--- config.mk ---
export PLATFORM = sky130hd
export DESIGN_NAME = contador_programa_flat
export DESIGN_NICKNAME = d
export VERILOG_FILES = /design/src/rtl/contador_programa_if.sv /design/src/rtl/contador_programa.sv /design/src/flat_wrapper.sv
export SDC_FILE = /design/constraint.sdc
export NUM_CORES = 1
export LEC_CHECK = 0
export BUFFER_PORTS_ARGS = -buffer_cell sky130_fd_sc_hd__buf_2
export CAP_MARGIN = 20
export CORE_MARGIN = 4
export CORE_UTILIZATION = 41
export DETAILED_ROUTE_END_ITERATION = 7
export PLACE_DENSITY = 0.77
export SETUP_SLACK_MARGIN = 0.4
export SLEW_MARGIN = 20
export SYNTH_ARGS = -nofsm -noshare
export SYNTH_HDL_FRONTEND = slang
export SYNTH_SLANG_ARGS = --single-unit
export TNS_END_PERCENT = 50
--- constraint.sdc ---
create_clock -name CLK -period 1.13 [get_ports CLK]
set_input_delay 0.113 -clock CLK [delete_from_list [all_inputs] [get_ports CLK]]
set_output_delay 0.113 -clock CLK [all_outputs]
set_load 0.005 [all_outputs]
--- src/rtl/contador_programa_if.sv ---
// rtl/contador_programa_if.sv - fetch-side bus between the program counter and its pipeline/imem neighbours
interface contador_programa_if #(
  parameter int WIDTH = 32
);
  logic             stall;
  logic             redirect_valid;
  logic [WIDTH-1:0] redirect_addr;
  logic [WIDTH-1:0] pc_plus4;
  logic [WIDTH-1:0] pc_out;
  logic             imem_req;
  logic             imem_ready;
  logic             fetch_valid;
  logic             misalign;

  // master: the program counter itself; slave: pipeline, adder and instruction memory
  modport master (
    input  stall, redirect_valid, redirect_addr, pc_plus4, imem_ready,
    output pc_out, imem_req, fetch_valid, misalign
  );

  modport slave (
    output stall, redirect_valid, redirect_addr, pc_plus4, imem_ready,
    input  pc_out, imem_req, fetch_valid, misalign
  );
endinterface

--- src/rtl/contador_programa.sv ---
// rtl/contador_programa.sv - fetch program counter with BOOT/REQ/HALT sequencing; FETCH_COUNT_EN adds fetch_count
module contador_programa #(
  parameter int               WIDTH      = 32,
  parameter logic [WIDTH-1:0] RESET_ADDR = '0
) (
  input  logic                 CLK,
  input  logic                 RST,
  contador_programa_if.master  bus
`ifdef FETCH_COUNT_EN
  ,
  output logic [WIDTH-1:0]     fetch_count
`endif
);

  localparam logic [1:0] BOOT = 2'd0;
  localparam logic [1:0] REQ  = 2'd1;
  localparam logic [1:0] HALT = 2'd2;

  logic [1:0]       state;
  logic [WIDTH-1:0] pc;
  logic             misalign_q;
  logic             req;
  logic             accepted;

  // Request is withdrawn the same cycle a stall or redirect shows up, so nothing is fetched from a stale PC
  assign req      = (state == REQ) && !bus.stall && !bus.redirect_valid;
  assign accepted = req && bus.imem_ready;

  assign bus.pc_out      = pc;
  assign bus.imem_req    = req;
  assign bus.fetch_valid = accepted;
  assign bus.misalign    = misalign_q;

  always_ff @(posedge CLK) begin
    if (RST) begin
      state      <= BOOT;
      pc         <= RESET_ADDR;
      misalign_q <= 1'b0;
    end else begin
      case (state)
        BOOT: state <= REQ;
        REQ: begin
          if (bus.redirect_valid) begin
            if (bus.redirect_addr[1:0] == 2'b00) begin
              pc <= bus.redirect_addr;
            end else begin
              misalign_q <= 1'b1;
              state      <= HALT;
            end
          end else if (!bus.stall && accepted) begin
            pc <= bus.pc_plus4;
          end
        end
        HALT: state <= HALT;
        default: state <= HALT;
      endcase
    end
  end

`ifdef FETCH_COUNT_EN
  // fetch_valid is never raised in HALT, which is what freezes the count there
  always_ff @(posedge CLK) begin
    if (RST) begin
      fetch_count <= '0;
    end else if (accepted) begin
      fetch_count <= fetch_count + 1'b1;
    end
  end
`endif

endmodule

--- src/flat_wrapper.sv ---
// flat-port wrapper written by rule: the top's interface ports become plain ports
module contador_programa_flat 
#(
  parameter int               WIDTH      = 32,
  parameter logic [WIDTH-1:0] RESET_ADDR = '0
)
  (CLK, RST, bus_stall, bus_redirect_valid, bus_redirect_addr, bus_pc_plus4, bus_imem_ready, bus_pc_out, bus_imem_req, bus_fetch_valid, bus_misalign);
  contador_programa_if #(.WIDTH(WIDTH)) bus_i ();
  input  logic CLK;
  input  logic RST;
  input wire logic [$bits(bus_i.stall)-1:0] bus_stall;
  input wire logic [$bits(bus_i.redirect_valid)-1:0] bus_redirect_valid;
  input wire logic [$bits(bus_i.redirect_addr)-1:0] bus_redirect_addr;
  input wire logic [$bits(bus_i.pc_plus4)-1:0] bus_pc_plus4;
  input wire logic [$bits(bus_i.imem_ready)-1:0] bus_imem_ready;
  output wire logic [$bits(bus_i.pc_out)-1:0] bus_pc_out;
  output wire logic [$bits(bus_i.imem_req)-1:0] bus_imem_req;
  output wire logic [$bits(bus_i.fetch_valid)-1:0] bus_fetch_valid;
  output wire logic [$bits(bus_i.misalign)-1:0] bus_misalign;
  assign bus_i.stall = bus_stall;
  assign bus_i.redirect_valid = bus_redirect_valid;
  assign bus_i.redirect_addr = bus_redirect_addr;
  assign bus_i.pc_plus4 = bus_pc_plus4;
  assign bus_i.imem_ready = bus_imem_ready;
  assign bus_pc_out = bus_i.pc_out;
  assign bus_imem_req = bus_i.imem_req;
  assign bus_fetch_valid = bus_i.fetch_valid;
  assign bus_misalign = bus_i.misalign;
  contador_programa #(.WIDTH(WIDTH), .RESET_ADDR(RESET_ADDR)) u_core (.CLK(CLK), .RST(RST), .bus(bus_i));
endmodule
==> impl_metrics.ini <==
[drt]
final_antenna_net_count = 0
wire_per_inst_um = 13.9
num_vias = 1862
drcViolationCount = 0
via_per_inst = 5.16
drtIter0Drc = 69
routed_wl_mm = 5.02
drt_pre_antenna_iters = 5

[synth]
synth-simple-area-share = 0.139
synth_top_area_cell = dfxtp_1
synth_warnings = 0
synth_top_area_share = 0.354
ys_seq_elements = 35
synth_seq_area_share = 0.354
syn_area_um2 = 1980
yosys.area_share.xor_xnor = 0
synth_top_family_by_area = compound AO/OA/AOI/OAI gates
synth_compound_area_frac = 0.381
synth_cell_types = 22
yosys.area_share.adder = 0
synthTopCellsByArea = dfxtp_1 35%, a221oi_2 23%, o31ai_1 11%
synth_nets = 269
netlist_instances = 200
syn-mean-instance-area_um2 = 9.89
muxShareOfSynthArea = 0

[clock_tree]
clkTransAtPathRegs_ns = 0.07
cts_tree = yes
clock_latency_ns = 0.28
cts_buffer_depth = 2
cts_hold_buf = 0
cts_buffers = 5
clock-root-buffer = clkbuf_8
htree_levels = 2
cts_num_sinks = 35

[setup_path]
crit_fanout = 4
required_ns = 1.02
worstSetupStartpointType = flop
end_kind = output port
r2r-end = u_core.bus.pc_out[18]
path_class = reg2out
crit_path_end = bus_fetch_valid
arrival_ns = 1.15
r2r_start = u_core.state[1]
r2r_slack_ns = -0.07
critPathLaunch = u_core.state[1]
rr_worst_depth = 4

[sta]
max_slew.worst_pin.slew_ns = 0.484
setup_viol = 32
fin_ws_ns = -0.133
max-slew-margin-rel = 0.675
slew_violations = 0
fin_crit_ns = 1.26
final_hold_viol_count = 0
clock_skew_ns = 0.00501
grt_setup_unrepaired = true
fin_setup_tns_ns = -1.49
holdWs_ns = 0.116
max_freq_mhz = 792
finalCritPeriodShare = 1.12

[global_routing]
grt_util_met3 = 0.0499
grt_first_pass_wirelength_mm = 8.36
globalRoute.totalOverflow = 0
grt-busiest-layer = met2
grt_use_met1 = 0.198
grt_pass1_vias = 1875
grt_max_degree = 36
grt_antenna_before_repair = 0
use_met2 = 0.300
groute.usage.overall = 0.170

[hold_path]
worstHoldPathType = in2reg

[job]
cap_violations = 0

[floorplanning]
die_h_um = 77.5
initial_core_util = 0.422
chipWidth_um = 77.5
fp.coreArea_um2 = 4690
die_area_um2 = 6000
rows = 25
io_pins = 104

[placement]
port_buffers = 103
place_area_um2 = 2640
placed_cells = 351
place_congestion = 0.771
dpl.hpwl_mm = 3.60

[finish]
n_antenna_cell = 0
fin_cells = 361
fill_cells = 417
finish.net_count = 375
stdcell_area_um2 = 2840
final_util = 0.605
syn_to_final_growth_pct = 43.6
drive_gt1_frac = 0.560

[power]
peakVddDrop_uv = 532
powerDensity_nw_per_um2 = 1130
total_leakage_power_nw = 1.20

[outcome]
violations = negative setup slack
outcome = finished with violations
==> placed cells by master, fill, tap and decap left out, types with 4 or more instances in the layout <==
cell / count
buf_4: 8
buf_6: 4
a221oi_2: 28
dfxtp_1: 30
clkbuf_8: 7
buf_2: 100
dfxtp_2: 5
o31ai_1: 30
inv_1: 30
buf_12: 7
nand2b_1: 31
==> flip-flops by register name, indices dropped and copies added (netlist names) <==
| signal | count |
|---|---|
| u_core.bus.pc_out | 32 |
| u_core.bus.misalign | 1 |
| u_core.state | 2 |
==> through the flow <==
stage	total power, W	setup WS, ns
after floorplan	0.00186	0.0476
after global placement	0.00216	-0.00955
after detailed placement	0.00218	-0.0527
after CTS	0.00321	-0.111
after global routing	0.00337	-0.200
final	0.00320	-0.133
==> layout make-up <==
| type | count | area, um^2 | share of cell area |
|---|---|---|---|
| multi-input combinational | 114 | 1100 | 0.387 |
| inverter | 30 | 113 | 0.0396 |
| clock buffer | 8 | 100 | 0.0352 |
| tap | 54 | 67.6 | 0.0238 |
| sequential | 35 | 707 | 0.249 |
| timing repair buffer | 120 | 753 | 0.265 |
==> metal layers <==
layer	vias to the layer above	wire length [um]
met5	-	0
met1	851	2070
met3	7	352
met2	61	2540
li1	943	-
met4	0	56
==> cells in the mapped netlist (all sizes together) <==
library cell and number:
a21oi 2, a221oi 30, a31oi 2, and2b 2, buf 16, clkbuf 5
dfxtp 35, inv 30, nand2b 32, nand3 2, nand3b 2, nor2 3
nor2b 1, nor3 2, nor3b 1, o211ai 1, o21a 1, o21ai 3
o31ai 30
==> critical path, cell delays in order, from the launching register on <==
cell and delay (ns):
dfxtp_2 0.34, nand2b_4 0.15, buf_6 0.13, nor3_4 0.11
buf_2 0.14
==> worst min path at each step <==
stage	from	to	cells past startpoint
2_1_floorplan	bus_stall	bus_imem_req	1
3_3_place_gp	bus_pc_plus4[1]	u_core.bus.pc_out[1]	3
3_5_place_dp	bus_pc_plus4[0]	u_core.bus.pc_out[0]	3
4_1_cts	bus_pc_plus4[1]	u_core.bus.pc_out[1]	3
5_1_grt	bus_pc_plus4[1]	u_core.bus.pc_out[1]	3
6_report	bus_pc_plus4[1]	u_core.bus.pc_out[1]	3
==> report_power, final <==
part | switching [W] | internal (W) | total (W)
Clock | 0.000432 | 0.000556 | 0.000989
Combinational | 0.000407 | 0.000428 | 0.000835
Sequential | 0.0000463 | 0.00133 | 0.00137
==> logic make-up after synthesis <==
group                  count (synthesis)
DFF                                   35
buffers and inverters                 51
AOI/OAI and AO/OA                     69
and+or+nand+nor                       45
==> what timing repair did <==
action,CTS,global route
endpoints found under the setup margin,68,70
resized for setup,14,6
pin swaps,6,3
setup buffers,1,1
(Power assumes the default switching activity.)
